**config.mk**
```make
export PLATFORM = sky130hd
export DESIGN_NAME = wb_cmd_master_flat
export DESIGN_NICKNAME = d
export VERILOG_FILES = /design/src/rtl/wb_cmd_master_if.sv /design/src/rtl/wb_cmd_master.sv /design/src/flat_wrapper.sv
export SDC_FILE = /design/constraint.sdc
export NUM_CORES = 1
export LEC_CHECK = 0
export ABC_CLOCK_PERIOD_IN_PS = 3130
export CAP_MARGIN = 20
export CORE_ASPECT_RATIO = 1.4
export CORE_MARGIN = 5
export CORE_UTILIZATION = 25
export CTS_BUF_LIST = sky130_fd_sc_hd__clkbuf_16
export DETAILED_ROUTE_END_ITERATION = 8
export GPL_TIMING_DRIVEN = 1
export PLACE_DENSITY_LB_ADDON = 0.3
export SLEW_MARGIN = 20
export SYNTH_ARGS = -nofsm -noshare
export SYNTH_HDL_FRONTEND = slang
export SYNTH_SLANG_ARGS = --single-unit
```
**constraint.sdc**
```tcl
create_clock -name clk -period 3.13 [get_ports clk]
set_input_delay 0.313 -clock clk [delete_from_list [all_inputs] [get_ports clk]]
set_output_delay 0.313 -clock clk [all_outputs]
set_load 0.1 [all_outputs]
```
**src/rtl/wb_cmd_master_if.sv**
```systemverilog
// ---------------------------------------------------------------------------
// wb_cmd_master_if
// Bundles the three channels of wb_cmd_master into one interface:
//   cmd_*   : single-word command port (valid/ready), driven by the requester
//   rsp_*   : response port (valid/ready), consumed by the requester
//   wbm_*   : Wishbone pipelined-mode initiator signals
// Modports:
//   master : the bus initiator (wb_cmd_master)
//   slave  : the environment around it (requester + Wishbone slave)
// ---------------------------------------------------------------------------
interface wb_cmd_master_if;
    localparam int unsigned AW = 32;
    localparam int unsigned DW = 32;
    localparam int unsigned SW = 4;

    // command channel
    logic          cmd_valid;
    logic          cmd_ready;
    logic          cmd_we;
    logic [AW-1:0] cmd_adr;
    logic [DW-1:0] cmd_dat;
    logic [SW-1:0] cmd_sel;

    // response channel
    logic          rsp_valid;
    logic          rsp_ready;
    logic [DW-1:0] rsp_dat;
    logic          rsp_err;

    // Wishbone initiator
    logic          wbm_cyc_o;
    logic          wbm_stb_o;
    logic          wbm_we_o;
    logic [SW-1:0] wbm_sel_o;
    logic [AW-1:0] wbm_adr_o;
    logic [DW-1:0] wbm_dat_o;
    logic [DW-1:0] wbm_dat_i;
    logic          wbm_ack_i;
    logic          wbm_stall_i;

    modport master (
        input  cmd_valid, cmd_we, cmd_adr, cmd_dat, cmd_sel,
        output cmd_ready,
        output rsp_valid, rsp_dat, rsp_err,
        input  rsp_ready,
        output wbm_cyc_o, wbm_stb_o, wbm_we_o, wbm_sel_o, wbm_adr_o, wbm_dat_o,
        input  wbm_dat_i, wbm_ack_i, wbm_stall_i
    );

    modport slave (
        output cmd_valid, cmd_we, cmd_adr, cmd_dat, cmd_sel,
        input  cmd_ready,
        input  rsp_valid, rsp_dat, rsp_err,
        output rsp_ready,
        input  wbm_cyc_o, wbm_stb_o, wbm_we_o, wbm_sel_o, wbm_adr_o, wbm_dat_o,
        output wbm_dat_i, wbm_ack_i, wbm_stall_i
    );
endinterface

```
**src/rtl/wb_cmd_master.sv**
```systemverilog
// ---------------------------------------------------------------------------
// wb_cmd_master
// Wishbone pipelined-mode initiator. Turns one command from the cmd port into
// one Wishbone single-word transaction and returns the read data (or an error
// flag on timeout) on the rsp port. One transaction in flight at a time.
//
// Ports:
//   clk  : clock
//   rst  : asynchronous, active-low reset
//   bus  : wb_cmd_master_if.master (cmd_*, rsp_*, wbm_* signals)
// Parameters:
//   TIMEOUT : cycles from strobe assertion to ack before abort (>= 2)
//   TO_W    : timeout counter width, 2**TO_W > TIMEOUT
// Build option:
//   WBM_TIMEOUT_EN : when defined, builds the timeout counter and rsp_err
//                    path; otherwise REQ/WAIT wait for ack indefinitely and
//                    rsp_err is constant 0.
// All outputs are registered except cmd_ready, decoded from state == IDLE.
// ---------------------------------------------------------------------------
module wb_cmd_master #(
    parameter int unsigned TIMEOUT = 16,
    parameter int unsigned TO_W    = 5
) (
    input  logic                  clk,
    input  logic                  rst,
    wb_cmd_master_if.master       bus
);

    typedef enum logic [1:0] {
        IDLE = 2'd0,
        REQ  = 2'd1,
        WAIT = 2'd2,
        RESP = 2'd3
    } state_t;

    state_t state;
    logic   ack_taken;

    // Elaboration-time parameter sanity checks
    if (TIMEOUT < 2) begin : g_bad_timeout
        $error("wb_cmd_master: TIMEOUT must be at least 2");
    end
    if ((TO_W < 32) && ((32'd1 << TO_W) <= TIMEOUT)) begin : g_bad_to_w
        $error("wb_cmd_master: TO_W too narrow for TIMEOUT");
    end

    // Command port is open only while no transaction is in flight
    assign bus.cmd_ready = (state == IDLE);

    // In REQ an ack only counts once the strobe is accepted (stall low)
    assign ack_taken = bus.wbm_ack_i && ((state == WAIT) || !bus.wbm_stall_i);

`ifdef WBM_TIMEOUT_EN
    logic [TO_W-1:0] to_cnt;
    logic            expired;

    // Counter value k-1 in the k-th bus cycle; last allowed cycle is TIMEOUT
    assign expired = (to_cnt == TO_W'(TIMEOUT - 1));
`endif

    // Transaction FSM with registered bus and response outputs
    always_ff @(posedge clk or negedge rst) begin
        if (!rst) begin
            state         <= IDLE;
            bus.wbm_cyc_o <= 1'b0;
            bus.wbm_stb_o <= 1'b0;
            bus.wbm_we_o  <= 1'b0;
            bus.wbm_sel_o <= '0;
            bus.wbm_adr_o <= '0;
            bus.wbm_dat_o <= '0;
            bus.rsp_valid <= 1'b0;
            bus.rsp_dat   <= '0;
            bus.rsp_err   <= 1'b0;
`ifdef WBM_TIMEOUT_EN
            to_cnt        <= '0;
`endif
        end else begin
            case (state)
                IDLE: begin
                    if (bus.cmd_valid) begin
                        bus.wbm_we_o  <= bus.cmd_we;
                        bus.wbm_adr_o <= bus.cmd_adr;
                        bus.wbm_sel_o <= bus.cmd_sel;
                        bus.wbm_dat_o <= bus.cmd_we ? bus.cmd_dat : '0;
                        bus.wbm_cyc_o <= 1'b1;
                        bus.wbm_stb_o <= 1'b1;
`ifdef WBM_TIMEOUT_EN
                        to_cnt        <= '0;
`endif
                        state         <= REQ;
                    end
                end

                REQ, WAIT: begin
`ifdef WBM_TIMEOUT_EN
                    to_cnt <= to_cnt + TO_W'(1);
`endif
                    // An ack on the expiry cycle still completes normally
                    if (ack_taken) begin
                        bus.wbm_cyc_o <= 1'b0;
                        bus.wbm_stb_o <= 1'b0;
                        bus.rsp_valid <= 1'b1;
                        bus.rsp_err   <= 1'b0;
                        bus.rsp_dat   <= bus.wbm_we_o ? '0 : bus.wbm_dat_i;
                        state         <= RESP;
                    end
`ifdef WBM_TIMEOUT_EN
                    else if (expired) begin
                        bus.wbm_cyc_o <= 1'b0;
                        bus.wbm_stb_o <= 1'b0;
                        bus.rsp_valid <= 1'b1;
                        bus.rsp_err   <= 1'b1;
                        bus.rsp_dat   <= '0;
                        state         <= RESP;
                    end
`endif
                    else if ((state == REQ) && !bus.wbm_stall_i) begin
                        // Strobe accepted without ack: keep the cycle open
                        bus.wbm_stb_o <= 1'b0;
                        state         <= WAIT;
                    end
                end

                RESP: begin
                    if (bus.rsp_ready) begin
                        bus.rsp_valid <= 1'b0;
                        state         <= IDLE;
                    end
                end

                default: begin
                    state <= IDLE;
                end
            endcase
        end
    end

endmodule

```
**src/flat_wrapper.sv**
```systemverilog
// flat-port wrapper written by rule: the top's interface ports become plain ports
module wb_cmd_master_flat 
#(
    parameter int unsigned TIMEOUT = 16,
    parameter int unsigned TO_W    = 5
)
  (clk, rst, bus_cmd_valid, bus_cmd_we, bus_cmd_adr, bus_cmd_dat, bus_cmd_sel, bus_cmd_ready, bus_rsp_valid, bus_rsp_dat, bus_rsp_err, bus_rsp_ready, bus_wbm_cyc_o, bus_wbm_stb_o, bus_wbm_we_o, bus_wbm_sel_o, bus_wbm_adr_o, bus_wbm_dat_o, bus_wbm_dat_i, bus_wbm_ack_i, bus_wbm_stall_i);
  wb_cmd_master_if bus_i ();
  input  logic clk;
  input  logic rst;
  input wire logic [$bits(bus_i.cmd_valid)-1:0] bus_cmd_valid;
  input wire logic [$bits(bus_i.cmd_we)-1:0] bus_cmd_we;
  input wire logic [$bits(bus_i.cmd_adr)-1:0] bus_cmd_adr;
  input wire logic [$bits(bus_i.cmd_dat)-1:0] bus_cmd_dat;
  input wire logic [$bits(bus_i.cmd_sel)-1:0] bus_cmd_sel;
  output wire logic [$bits(bus_i.cmd_ready)-1:0] bus_cmd_ready;
  output wire logic [$bits(bus_i.rsp_valid)-1:0] bus_rsp_valid;
  output wire logic [$bits(bus_i.rsp_dat)-1:0] bus_rsp_dat;
  output wire logic [$bits(bus_i.rsp_err)-1:0] bus_rsp_err;
  input wire logic [$bits(bus_i.rsp_ready)-1:0] bus_rsp_ready;
  output wire logic [$bits(bus_i.wbm_cyc_o)-1:0] bus_wbm_cyc_o;
  output wire logic [$bits(bus_i.wbm_stb_o)-1:0] bus_wbm_stb_o;
  output wire logic [$bits(bus_i.wbm_we_o)-1:0] bus_wbm_we_o;
  output wire logic [$bits(bus_i.wbm_sel_o)-1:0] bus_wbm_sel_o;
  output wire logic [$bits(bus_i.wbm_adr_o)-1:0] bus_wbm_adr_o;
  output wire logic [$bits(bus_i.wbm_dat_o)-1:0] bus_wbm_dat_o;
  input wire logic [$bits(bus_i.wbm_dat_i)-1:0] bus_wbm_dat_i;
  input wire logic [$bits(bus_i.wbm_ack_i)-1:0] bus_wbm_ack_i;
  input wire logic [$bits(bus_i.wbm_stall_i)-1:0] bus_wbm_stall_i;
  assign bus_i.cmd_valid = bus_cmd_valid;
  assign bus_i.cmd_we = bus_cmd_we;
  assign bus_i.cmd_adr = bus_cmd_adr;
  assign bus_i.cmd_dat = bus_cmd_dat;
  assign bus_i.cmd_sel = bus_cmd_sel;
  assign bus_cmd_ready = bus_i.cmd_ready;
  assign bus_rsp_valid = bus_i.rsp_valid;
  assign bus_rsp_dat = bus_i.rsp_dat;
  assign bus_rsp_err = bus_i.rsp_err;
  assign bus_i.rsp_ready = bus_rsp_ready;
  assign bus_wbm_cyc_o = bus_i.wbm_cyc_o;
  assign bus_wbm_stb_o = bus_i.wbm_stb_o;
  assign bus_wbm_we_o = bus_i.wbm_we_o;
  assign bus_wbm_sel_o = bus_i.wbm_sel_o;
  assign bus_wbm_adr_o = bus_i.wbm_adr_o;
  assign bus_wbm_dat_o = bus_i.wbm_dat_o;
  assign bus_i.wbm_dat_i = bus_wbm_dat_i;
  assign bus_i.wbm_ack_i = bus_wbm_ack_i;
  assign bus_i.wbm_stall_i = bus_wbm_stall_i;
  wb_cmd_master #(.TIMEOUT(TIMEOUT), .TO_W(TO_W)) u_core (.clk(clk), .rst(rst), .bus(bus_i));
endmodule
```
# Word level (Yosys, flattened, before mapping)
# Index checks and enable logic that the tools add are counted.
# classes
n_eq_ne,7
muxes,16
n_reduce_logical,14
# op_table
op,count
2-to-1 mux 32 bit,2
AND reduction 3 bit,4
2-to-1 mux 2 bit,4
2-to-1 mux 1 bit,6
case mux 1 bit (2 select lines),3
case mux 2 bit (3 select lines),1
== test 2 bit (second input constant),2
!= test 2 bit (second input constant),2
AND reduction 2 bit,2
nonzero test 2 bit,2
!= test 3 x 1 -> 1 bit (second input constant),1
== test 2 x 1 -> 1 bit (second input constant),1
logical AND 1 bit,2
logical NOT 2 bit,1
!= test 2 x 1 -> 1 bit (second input constant),1
OR reduction 2 bit,1
logical NOT 1 bit,1
logical OR 1 bit,1
# word_totals
register_bits,106
inputBits,107

# Logic depth before layout (Yosys ltp)
# Gate-level depths: netlist of run 1.
# logic_depth
word_depth,5
mapped_depth,7
depth_no_buf,6

# Worst setup path before layout of run 1
# Ideal clock, no wire load.
# synth_timing
kind,register to register
start,reg u_core.state[0]
end,reg u_core.bus.wbm_adr_o[0]
setup_time_ps,125
arrival_ps,2136
required_ps,3005
setup_slack_ps,868
stages_incl_launch_ff,7
period_less_slack_ps,2262
path_cell_list,dfrtp_1 inv_1 ha_1 nand2_1 buf_6 buf_6 mux2_4
# synth_between
elab_chain_cells,2
# synth_lines
element,line,text
"start, declared",wb_cmd_master.sv:36,state_t state;
"start signal, assigned",wb_cmd_master.sv:64,state <= IDLE;
"start signal, assigned",wb_cmd_master.sv:90,state <= REQ;
"start signal, assigned",wb_cmd_master.sv:105,state <= RESP;
logical NOT 2 bit,n/a,
named net bus_cmd_ready,flat_wrapper.sv:16,output wire logic [$bits(bus_i.cmd_ready)-1:0] bus_cmd_ready;
AND reduction 2 bit (no line),n/a,
"end signal, assigned",wb_cmd_master.sv:82,bus.wbm_adr_o <= bus.cmd_adr;
"end, declared",wb_cmd_master_if.sv:46,"output wbm_cyc_o, wbm_stb_o, wbm_we_o, wbm_sel_o, wbm_adr_o, wbm_dat_o,"
# The timed path passes the listed nets, and every way through them passes these cells.
# A chain may end at the register's enable or synchronous reset.

# Final worst setup path of run 1
# layout_timing
start,reg u_core.bus.rsp_dat[30]
end,out bus_rsp_dat[30]
# layout_lines
element,line,text
"start, declared",wb_cmd_master_if.sv:44,"output rsp_valid, rsp_dat, rsp_err,"
"start signal, assigned",wb_cmd_master.sv:104,bus.rsp_dat <= bus.wbm_we_o ? '0 : bus.wbm_dat_i;
"end, declared",flat_wrapper.sv:18,output wire logic [$bits(bus_i.rsp_dat)-1:0] bus_rsp_dat;
# No word-level cell between the ends.

==> out/metrics.cfg, run 1 <==
[clock_network]
cts_tree=yes
clkSinkCount=106
holdBufCountCts=0
clk_pin_slew_ns=0.08
cts_made_buffers=9
cts_htree_levels=3
cts.repair.resized=0
clk_latency_ns=0.34
post-cts-setup-buffers=0
root_buffer=clkbuf_16
cts_buffer_depth=2

[worst_setup_path]
worstSetupEndpointType=output port
cpMaxStageDelayCell=clkdlybuf4s50_1
cp.depth=1
cpPeakStageDelay_ns=1.15
critPathTopFamily=buffers and inverters
cp_data_required_time_ns=2.82
cp_max_fo=2
criticalPathCategory=register to output port
cp-start-kind=register
critPathArrivalTime_ns=1.87
worst_r2r_path_depth=5
crit_buf_inv=1
worstPathCellList=clkdlybuf4s50_1

[yosys]
synth_edf_count=0
yosysSeqAreaShare_pct=59.4
synthesis.nets=502
ys.flop_type=dfrtp_1
synth.cell_area_sq_mm=0.00447
synth_top_area_share_pct=59.4
syn_inst=390
postSynthAreaPerCell_sq_um=11.5
synth_area_leader_cell=dfrtp_1
ys_ff_latch=106
async_flop_share_pct=100
ys_types=20
yosys_warnings=0
synth_area_leaders=dfrtp_1, mux2_4, nand2_1, o21ai_0, nand2b_1

[run]
max_cap_viol_count=0

[global_route]
met2_usage_pct=22.3
grt_first_pass_wirelength_microns=19900
grt_max_degree=67
grt_pass1_vias=3723
overflow=0
track_usage_pct=12.3
grt_antenna_before_repair=4
gr-usage-met1_pct=13.1
use_met3_pct=3.83
busiest_layer=met2

[routing]
wl_microns=12900
via_per_inst=4.10
avgRoutedWirePerCell_microns=15.5
drt-pass1-iter-count=5
drt_iter0_markers=117
post-route-drc-count=0
route.antenna.remaining_nets=0
vias=3412

[min_path]
worstHoldPathType=input port to async pin

[timing]
fin_crit_sh_pct=69.9
max_freq_ghz=0.457
final_max_slew_viol_count=0
finalSetupTns_ns=0
fin_crit_ns=2.19
setup_viol=0
slew_headroom_pct=30.8
clock_skew_ns=0.0144
grt_setup_unrepaired=false
hold_viol=0
worst_pin_slew_ns=1.03

[die]
core_area_sq_mm=0.0175
chipWidth_microns=123
dieArea_sq_mm=0.0207
floorplan.die.height_microns=168
ioPinCount=213
start_util_pct=25.6
rows=57

[cells_and_area]
nFillCells=1715
drive_gt1_share_pct=11.7
layout_commonest_cell=clkdlybuf4s50_1
fin_nets=703
layout_common_cells=clkdlybuf4s50_1, dfrtp_1, nand2_1
area_growth_pct=57.8

[placed_design]
gp_congestion=0.705
port_buffers=211
dp_hpwl_microns=9880

[status]
status=finished, final reports clean

[logic make-up (layout without fill, tap and decap cells)]
kind of cell / Yosys count / count (layout) / share of synthesized area, %
buf+inv: 32 / 238 / 4.23
flops: 106 / 106 / 59.4
compound gates: 77 / 77 / 9.19
fa+ha+maj: 5 / 5 / 1.40
other cells: 1 / 2 / 0.0840
simple gates: 129 / 129 / 12.6
mux: 40 / 40 / 13.1
[area by class of cell]
| class | count | area, sq um | share of cell area [%] |
|---|---|---|---|
| diodes | 1 | 2.50 | 0.0355 |
| clock inverters | 7 | 52.6 | 0.746 |
| well taps | 236 | 295 | 4.19 |
| repair buffers | 216 | 2150 | 30.6 |
| clock buffers | 9 | 225 | 3.20 |
| inverters | 6 | 22.5 | 0.320 |
| multi-input cells | 252 | 1640 | 23.3 |
| flip-flops and latches | 106 | 2650 | 37.6 |
[layer usage]
layer  share of wire (%)  up-vias  wire (microns)
met4                 2.1        6             265
li1                    -     1677               -
met3                 6.8       17             883
met2                  54      112            6950
met5                0.27        -              35
met1                  37     1600            4770
[worst paths after layout]
check | from | end | slack [ns]
max | u_core.bus.rsp_dat[30]$_DFFE_PN0P_ | bus_rsp_dat[30] | 0.94
min | rst | u_core.bus.wbm_cyc_o$_DFFE_PN0P_ | 0.01
max reg2reg | u_core.state[0]$_DFFE_PN0P_ | u_core.bus.wbm_adr_o[26]$_DFFE_PN0P_ | 1.03
min reg2reg | u_core.bus.wbm_dat_o[13]$_DFFE_PN0P_ | u_core.bus.wbm_dat_o[13]$_DFFE_PN0P_ | 0.48
max in group asynchronous | rst | u_core.bus.wbm_adr_o[22]$_DFFE_PN0P_ | 2.37
min in group clk | u_core.bus.wbm_dat_o[13]$_DFFE_PN0P_ | u_core.bus.wbm_dat_o[13]$_DFFE_PN0P_ | 0.48
[state kept, by name, indices dropped and copies added (netlist names)]
register              cells
u_core.bus.wbm_adr_o     32
u_core.bus.rsp_dat       32
u_core.bus.rsp_valid      1
u_core.bus.wbm_dat_o     32
u_core.bus.wbm_we_o       1
u_core.bus.wbm_cyc_o      1
u_core.bus.wbm_sel_o      4
u_core.bus.wbm_stb_o      1
u_core.state              2
[stage by stage]
| step | worst slack (ns) | hold WS (ns) | utilization (%) | cells | cell area (sq um) |
|---|---|---|---|---|---|
| after floorplan | 0.868 | 0.0174 | - | 390 | 4470 |
| after global routing | 0.832 | 0.0595 | 40.3 | 833 | 7050 |
| final | 0.942 | 0.0101 | 40.3 | 833 | 7050 |
| after CTS | 0.920 | 0.0296 | 40.3 | 832 | 7040 |
| after detailed placement | 1.00 | 0.404 | 38.7 | 816 | 6770 |
| after global placement | 1.03 | 0.410 | 38.7 | 816 | 6770 |
[Yosys cell counts, types with 2 or more instances]
master / count
buf_2: 4
a21oi_1: 2
buf_4: 5
dfrtp_1: 106
ha_1: 5
mux2_2: 3
buf_6: 6
o21ai_1: 5
mux2_4: 36
clkbuf_1: 11
inv_1: 6
o21ai_0: 65
nand2b_1: 32
a21o_1: 2
nand2_1: 97
Power of run 1 is not shown: default switching activity piles up to over one toggle a cycle in this logic, so the estimate is an artifact.
==> run 2, diff against run 1 <==
--- a/config.mk
+++ b/config.mk
@@ -5,7 +5,7 @@
 export SDC_FILE = /design/constraint.sdc
 export NUM_CORES = 1
 export LEC_CHECK = 0
-export ABC_CLOCK_PERIOD_IN_PS = 3130
+export ABC_CLOCK_PERIOD_IN_PS = 1800
 export CAP_MARGIN = 20
 export CORE_ASPECT_RATIO = 1.4
 export CORE_MARGIN = 5
==> constraint.sdc (replaced) <==
create_clock -name clk -period 1.8 [get_ports clk]
set_input_delay 0.18 -clock clk [delete_from_list [all_inputs] [get_ports clk]]
set_output_delay 0.18 -clock clk [all_outputs]
set_load 0.1 [all_outputs]
==> out/metrics.cfg, run 2 (synthesis gave the netlist of run 1 again) <==
[cells_and_area]
nFillCells=1747  ; was 1,715
area_growth_pct=55.1  ; was 57.8%
drive_gt1_share_pct=29.6  ; was 11.7%
finalInstanceArea_sq_mm=0.00693  ; was 0.00705 sq mm
layout_commonest_cell=buf_4  ; was clkdlybuf4s50_1
layout_common_cells=buf_4, clkdlybuf4s50_1, dfrtp_1  ; was clkdlybuf4s50_1, dfrtp_1, nand2_1
reg.largest.list=u_core.bus.rsp_dat: 32 flops, u_core.bus.wbm_adr_o: 32 flops, u_core.bus.wbm_dat_o: 32 flops  ; unchanged
antenna_cells=0  ; was 1
fin_nets=711  ; was 703
final-seq-area_sq_mm=0.00265  ; about the same
multi_input_area_sq_mm=0.00166  ; was 0.00164 sq mm

[timing]
final_max_slew_viol_count=0  ; unchanged
setup_viol=0  ; unchanged
worst_pin_slew_ns=0.624  ; was 1.03 ns
fin_crit_ns=1.71
fin_crit_sh_pct=94.8
slew_headroom_pct=58.4  ; was 30.8%
hold_viol=0  ; unchanged
max_freq_ghz=0.586
clock_skew_ns=0.00931  ; was 0.0144 ns

[die]
floorplan.die.height_microns=168  ; unchanged
chipWidth_microns=123  ; unchanged
dieArea_sq_mm=0.0207  ; unchanged
rows=57  ; unchanged
start_util_pct=25.6  ; unchanged
core_area_sq_mm=0.0175  ; unchanged
ioPinCount=213  ; unchanged

[worst_setup_path]
critPathArrivalTime_ns=1.93  ; was 1.87 ns
cp_max_fo=4  ; was 2
cpMaxStageDelayCell=dfrtp_2  ; was clkdlybuf4s50_1
cp-start-kind=register  ; unchanged
critPathTopFamily=multiplexers  ; was buffers and inverters
worstPathCellList=inv_2 > ha_1 > mux2i_1 > a21oi_1 > a221oi_2 > mux2_2  ; was clkdlybuf4s50_1
worstSetupEndpointType=register  ; was output port
crit_buf_inv=1  ; unchanged
r2r_slack_ns=0.09  ; was 1.03 ns
cp_data_required_time_ns=2.03  ; was 2.82 ns
cpPeakStageDelay_ns=0.43  ; was 1.15 ns
criticalPathCategory=register to register  ; was register to output port

[clock_network]
clk_pin_slew_ns=0.07  ; was 0.08 ns
cts_tree=yes  ; unchanged
cts_buffer_depth=2  ; unchanged
clkSinkCount=106  ; unchanged
clk_latency_ns=0.35  ; was 0.34 ns
root_buffer=clkbuf_16  ; unchanged
cts_made_buffers=9  ; unchanged
cts_htree_levels=3  ; unchanged

[routing]
drt_iter0_markers=103  ; was 117
wl_microns=12800  ; was 12,900 microns
post-route-drc-count=0  ; unchanged
avgRoutedWirePerCell_microns=15.2  ; was 15.5 microns
vias=3416  ; was 3,412
via_per_inst=4.07  ; was 4.10
route.antenna.remaining_nets=0  ; unchanged
drt-pass1-iter-count=4  ; was 5

[global_route]
grt_antenna_before_repair=0  ; was 4
grt_first_pass_wirelength_microns=19700  ; was 19,900 microns
grt_pass1_vias=3652  ; was 3,723
overflow=0  ; unchanged
grt_max_degree=107  ; was 67
track_usage_pct=12.3  ; about the same

[placed_design]
place_area_sq_mm=0.00662  ; was 0.00677 sq mm
gp_congestion=0.753  ; was 0.705
port_buffers=211  ; unchanged
dp_hpwl_microns=9580  ; was 9880 microns

[status]
status=finished, final reports clean  ; unchanged

[run]
max_cap_viol_count=0  ; unchanged

[min_path]
worstHoldPathType=input port to register  ; was input port to async pin

==> run 2: cell count changes in the layout (fill, tap and decap cells not counted), sizes merged <==
cell / delta
buf: +105
inv: -2
diode: -1
dlygate4sd3: +1
clkinvlp: +2
clkdlybuf4s50: -98
==> run 2: layout make-up <==
type | count | share of cell area, %
flip-flops and latches | 106 | 38.3
repair buffers | 224 | 29.2
multi-input cells | 252 | 23.9
well taps | 236 | 4.26
clock buffers | 9 | 3.25
clock inverters | 7 | 0.759
inverters | 6 | 0.325
==> run 2: through the flow <==
| stage | util [%] | TNS [ns] | hold slack (ns) | instances | setup slack (ns) |
|---|---|---|---|---|---|
| global placement | 37.9 | 0 | 0.297 | 821 | 0.0906 |
| finish | 39.6 | 0 | 0.379 | 840 | 0.0939 |
| floorplan | - | 0 | -0.116 | 390 | 0.0876 |
| detailed placement | 37.9 | 0 | 0.302 | 821 | 0.0311 |
| CTS | 39.5 | 0 | 0.357 | 838 | 0.0206 |
| global route | 39.6 | -0.0182 | 0.366 | 840 | -0.0129 |
==> run 2: repair_timing <==
action / in CTS / in global routing
endpoints found under the hold margin: 106 / 0
setup endpoints to repair: 0 / 2
gates resized for setup: 0 / 3
buffers inserted: 0 / 2
hold buffers: 1 / 0
==> run 2: worst paths after layout <==
| path | from | end | depth (start not counted) |
|---|---|---|---|
| setup / recovery | u_core.state[1]$_DFFE_PN0P_ | u_core.state[1]$_DFFE_PN0P_ | 6 |
| hold / removal | bus_cmd_dat[24] | u_core.bus.wbm_dat_o[24]$_DFFE_PN0P_ | 3 |
| setup reg to reg | u_core.state[1]$_DFFE_PN0P_ | u_core.state[1]$_DFFE_PN0P_ | 6 |
| hold reg to reg | u_core.bus.rsp_dat[0]$_DFFE_PN0P_ | u_core.bus.rsp_dat[0]$_DFFE_PN0P_ | 2 |
| max in group asynchronous | rst | u_core.bus.wbm_dat_o[20]$_DFFE_PN0P_ | 3 |
| min in group asynchronous | rst | u_core.state[1]$_DFFE_PN0P_ | 3 |
==> run 2: tightest hold or removal path, delay by kind of cell <==
family / cells / cell delay (ns)
buf+inv: 1 / 0.39
simple gates: 1 / 0.06
compound gates: 1 / 0.05
==> run 2: metal layers <==
metal	vias to the layer above	track usage (%)	routed length [microns]
li1	1689	-	-
met1	1593	13.5	4680
met2	119	21.9	6780
met3	15	3.32	1000
met4	0	5.30	286
met5	-	0	0
Power of run 2 is left out for the same reason.
==> run 3, diff against run 2 <==
--- a/config.mk
+++ b/config.mk
@@ -14,7 +14,7 @@
 export DETAILED_ROUTE_END_ITERATION = 8
 export GPL_TIMING_DRIVEN = 1
 export PLACE_DENSITY_LB_ADDON = 0.3
-export SLEW_MARGIN = 20
+export SLEW_MARGIN = 25
 export SYNTH_ARGS = -nofsm -noshare
 export SYNTH_HDL_FRONTEND = slang
 export SYNTH_SLANG_ARGS = --single-unit
==> results of run 3 <==
The final DEF is identical to that of run 2; final timing and power are the same.
Power of run 3 is left out for the same reason.
==> edit 1 (config.mk and constraints of run 2) <==
Add a define of `WBM_TIMEOUT_EN`.
--- a/src/rtl/wb_cmd_master.sv
+++ b/src/rtl/wb_cmd_master.sv
@@ -18,4 +18,6 @@
 // All outputs are registered except cmd_ready, decoded from state == IDLE.
 // ---------------------------------------------------------------------------
+`define WBM_TIMEOUT_EN
+
 module wb_cmd_master #(
     parameter int unsigned TIMEOUT = 16,
Formal check against the unedited RTL: same outputs for any inputs over 4 cycles, from zero or initial values and one cycle with rst low; that may be too few to reach the edited logic, so the function may still have changed.
==> edit 1 against run 2 <==
  * Cell count shrank 3.7%
  * Clock skew is 2.3 ps higher
  * Setup slack gained 2.6 ps
  * First-iteration DRC count grew 6.8%
  * Wire length decreased by 3.4%
  * Critical path depth is 1 higher
  * Synthesized cell count down 9.2%
  * Critical path type unchanged
  * Maximum frequency up 0.15%
  * Count of clock-buffer cells in the layout stayed put
  * Synthesized area is 0.22% lower
  * Cell area grew 0.52%
  * Sequential cell count rose by 6
Power is not shown: default switching activity piles up to over one toggle a cycle in this logic, so the estimate is an artifact.
==> edit 1: results (changes against run 2) <==
logic_synthesis:
  yosysUniqueCellTypes: 39  # was 20
  ys.flop_type: "dfrtp_1"  # unchanged
  synthTopCellsByCount: "112 x dfrtp_1, 69 x nand2_1, 36 x mux2_1, 34 x o21ai_0, 31 x a22o_1"  # was 106 x dfrtp_1, 97 x nand2_1, 65 x o21ai_0, 36 x mux2_4, 32 x nand2b_1
  synth_warnings: 0  # unchanged
  synthesis.nets: 468  # was 502
  synth_area_leaders: "dfrtp_1 63%, mux2_1 9.1%, a22o_1 6.1%"  # was dfrtp_1 59%, mux2_4 12%, nand2_1 8.2%
  synth.avg_cell_area_um2: 12.6  # was 11.5 um2
  ys_seq_area_share_pct: 62.9  # was 59.4%
global_route:
  grt_pass1_vias: 3624  # was 3652
  track_usage_pct: 11.9  # was 12.3%
  grt_max_degree: 113  # was 107
  met2_usage_pct: 20.4  # was 21.9%
  use_met3_pct: 3.26  # was 3.32%
  met1_usage_pct: 13.2  # was 13.5%
  grt_first_pass_wirelength_mm: 19.4  # was 19.7 mm
worst_setup_path:
  cp_top_family: "compound AO/OA/AOI/OAI gates"  # was multiplexers
  regToRegSetupSlack_ps: 100
  crit_fanout: 33  # was 4
  reg2reg_depth: 7  # was 6
  cp_slowest_cell: "dfrtp_1"  # was dfrtp_2
  timing.rr.start: "u_core.to_cnt[1]"  # was u_core.state[1]
  r2r-end: "u_core.bus.rsp_dat[23]"  # was u_core.state[1]
  cp_slowest_stage_delay_ps: 400  # was 430 ps
clock_network:
  h-tree-depth: 3  # unchanged
  ctsHoldBuffers: 1  # unchanged
  post_cts_resized: 1  # was 0
  cts_setup_buffers: 0  # unchanged
route:
  routed_wl_mm: 12.3  # was 12.8 mm
  drt_iter0_markers: 110  # was 103
  vias: 3469  # was 3416
  wl_per_cell_um: 15.2  # about the same
final_layout:
  fillCellCount: 1698  # was 1747
  nets: 682  # was 711
  reg_top3: "u_core.bus.rsp_dat (32), u_core.bus.wbm_adr_o (32), u_core.bus.wbm_dat_o (32)"  # unchanged
  drive_above_1_share_pct: 26.5  # was 29.6%
sta:
  holdWs_ps: 384  # was 379 ps
  tightest_slew_ps: 623  # was 624 ps
  clock_skew_ps: 11.6  # was 9.31 ps
placed_design:
  dp_slack_ps: -10.8  # was 31.1 ps
  place_congestion: 0.764  # was 0.753
  port-buffer-count: 212  # was 211
  dp_cells: 790  # was 821
  dp_hpwl_mm: 9.26  # was 9.58 mm
  placed_area_um2: 6630  # was 6620 um2
outcome:
  status: "finished, final reports clean"  # unchanged
worst_hold_path:
  holdPathStages: 3  # unchanged
  hp-start: "bus_cmd_dat[16]"  # was bus_cmd_dat[24]
  min_to: "u_core.bus.wbm_dat_o[16]"  # was u_core.bus.wbm_dat_o[24]
==> edit 1: cell count changes in the layout (fill, tap and decap cells not counted), sizes merged, moves of 2 or more <==
cell    before  now
o21ai       70   39
a22o         0   33
clkinv       3    0
buf        118  121
nor2b        0    3
dfrtp      106  112
nor2         0    2
nand3        0    2
nand2b      32    5
ha           5    7
nand2       97   69
==> edit 1: cell type report <==
type | instances | area [um2] | area share [%]
clock inverter | 7 | 62.6 | 0.898
sequential | 112 | 2800 | 40.2
multi-input combinational | 215 | 1520 | 21.9
clock buffer | 9 | 225 | 3.23
inverter | 3 | 11.3 | 0.162
tap | 236 | 295 | 4.24
timing repair buffer | 227 | 2040 | 29.4
==> edit 1: metal layers <==
layer	wire length, um	vias to the layer above
met5	0	-
met4	399	0
met3	1020	22
met1	4510	1661
met2	6390	133
li1	-	1653
==> edit 1: worst max-delay path by stage <==
stage,startpoint,end,slack (ps)
2_1_floorplan,u_core.to_cnt[0],u_core.state[0],10
6_report,u_core.to_cnt[1],u_core.bus.rsp_dat[23],100
3_5_place_dp,u_core.to_cnt[1],u_core.state[0],-10
4_1_cts,u_core.state[0],u_core.state[0],10
3_3_place_gp,u_core.to_cnt[0],u_core.state[0],20
5_1_grt,u_core.to_cnt[1],u_core.bus.rsp_dat[6],20
==> edit 1: cells by family (layout without fill, tap and decap cells) <==
group / Yosys count / count (layout) / share of synthesized area, %
flops: 112 / 112 / 62.9
simple gates: 87 / 87 / 8.59
compound gates: 81 / 81 / 12.5
mux: 40 / 40 / 10.2
buf+inv: 27 / 246 / 3.79
fa+ha+maj: 7 / 7 / 1.97
==> edit 1: tightest hold or removal path, stage by stage <==
cell,delay [ps]
clkdlybuf4s50_1,390
nand2_1,50
o21ai_0,60
==> edit 2 (flow settings as in run 2) <==
Made on the original files. Encoding of `state_t`: now one-hot (4 bits for 4 states).
--- a/src/rtl/wb_cmd_master.sv
+++ b/src/rtl/wb_cmd_master.sv
@@ -27,9 +27,9 @@
 );
 
-    typedef enum logic [1:0] {
-        IDLE = 2'd0,
-        REQ  = 2'd1,
-        WAIT = 2'd2,
-        RESP = 2'd3
+    typedef enum logic [3:0] {
+        IDLE = 4'b0001,
+        REQ  = 4'b0010,
+        WAIT = 4'b0100,
+        RESP = 4'b1000
     } state_t;
 
Formal check against the unedited RTL: same outputs for any inputs over 4 cycles, from zero or initial values and one cycle with rst low; so few cycles prove little.
==> edit 2 against run 2 <==
  * Synthesized area up 0.84%
  * Cell area rose by 1.7%
  * Critical path depth fell by 3
  * First-iteration DRC count is 26% lower
  * Sequential cell count grew 2
  * Wire length rose by 1.2%
  * Register-to-register slack improved by 60 ps
  * Clock skew down 3.6 ps
  * Maximum frequency grew 0.25%
  * Non-clock buffer count is 4 higher
  * Core utilization down 0.18 points
  * Setup slack improved by 4.2 ps
  * Critical path type is now register to output port
Power is left out: the tool's default activity adds up to more than one toggle a clock period on the data nets, which glitch-free logic cannot reach.
==> edit 2: results (changes against run 2) <==
logic_synthesis:
  synth_area_leaders: "dfrtp_1 59%, mux2_1 9.0%, mux2_2 8.3%"  # was dfrtp_1 59%, mux2_4 12%, nand2_1 8.2%
  synthTopCellsByCount: "107 x dfrtp_1, 36 x mux2_1, 34 x nor2b_1, 33 x mux2_2"  # was 106 x dfrtp_1, 97 x nand2_1, 65 x o21ai_0, 36 x mux2_4, 32 x nand2b_1
  yosysUniqueCellTypes: 29  # was 20
  synthesis.nets: 432  # was 502
global_route:
  use_met3_pct: 3.41  # was 3.32%
  met1_usage_pct: 13.5  # about the same
  track_usage_pct: 12.4  # was 12.3%
  grt_max_degree: 56  # was 107
clock_network:
  cts_setup_buffers: 4  # was 0
placed_design:
  dp_hpwl_mm: 9.68  # was 9.58 mm
  dp_slack_ps: 39.4  # was 31.1 ps
  dp_cells: 762  # was 821
  place_congestion: 0.690  # was 0.753
route:
  wl_per_cell_um: 16.5  # was 15.2 um
  drt_iter0_markers: 76  # was 103
  wl_met2_mm: 7.19  # was 6.78 mm
final_layout:
  final_area_um2: 7050  # was 6930 um2
  clock_cell_area_share_pct: 4.23  # was 4.01%
  fillCellCount: 1728  # was 1747
  final_cells: 783  # was 840
  multi_input_gates: 189  # was 252
  buf_share_pct: 29.0  # was 29.2%
  n_sequential_cell: 108  # was 106
worst_setup_path:
  cp_top_family: "flip-flops"  # was multiplexers
  cp_slowest_stage_delay_ps: 470  # was 430 ps
outcome:
  status: "finished, final reports clean"  # unchanged
worst_hold_path:
  hold_path_class: "input port to async pin"  # was input port to register
==> edit 2: cell types whose count changed in the layout (fill, tap and decap cells not counted), moves of 5 or more <==
cell / before / now
nand4_1: 0 / 32
nand2b_1: 32 / 0
mux2_4: 36 / 0
a21bo_2: 0 / 32
o21ai_0: 65 / 4
mux2_1: 0 / 36
o21ai_1: 5 / 0
mux2_2: 3 / 33
nand2_1: 96 / 1
nor2b_1: 0 / 34
==> edit 2: worst paths after layout <==
path,start,to,slack [ps],cells after the start
min in group clk,bus_cmd_sel[0],u_core.bus.wbm_sel_o[0],430,2
setup reg to reg,u_core.state[2],u_core.bus.wbm_adr_o[16],150,4
max in group asynchronous,rst,u_core.state[0],880,3
hold reg to reg,u_core.bus.wbm_dat_o[31],u_core.bus.wbm_dat_o[31],490,1
hold / removal,rst,u_core.bus.wbm_dat_o[17],250,2
setup / recovery,u_core.state[2],bus_cmd_ready,100,3
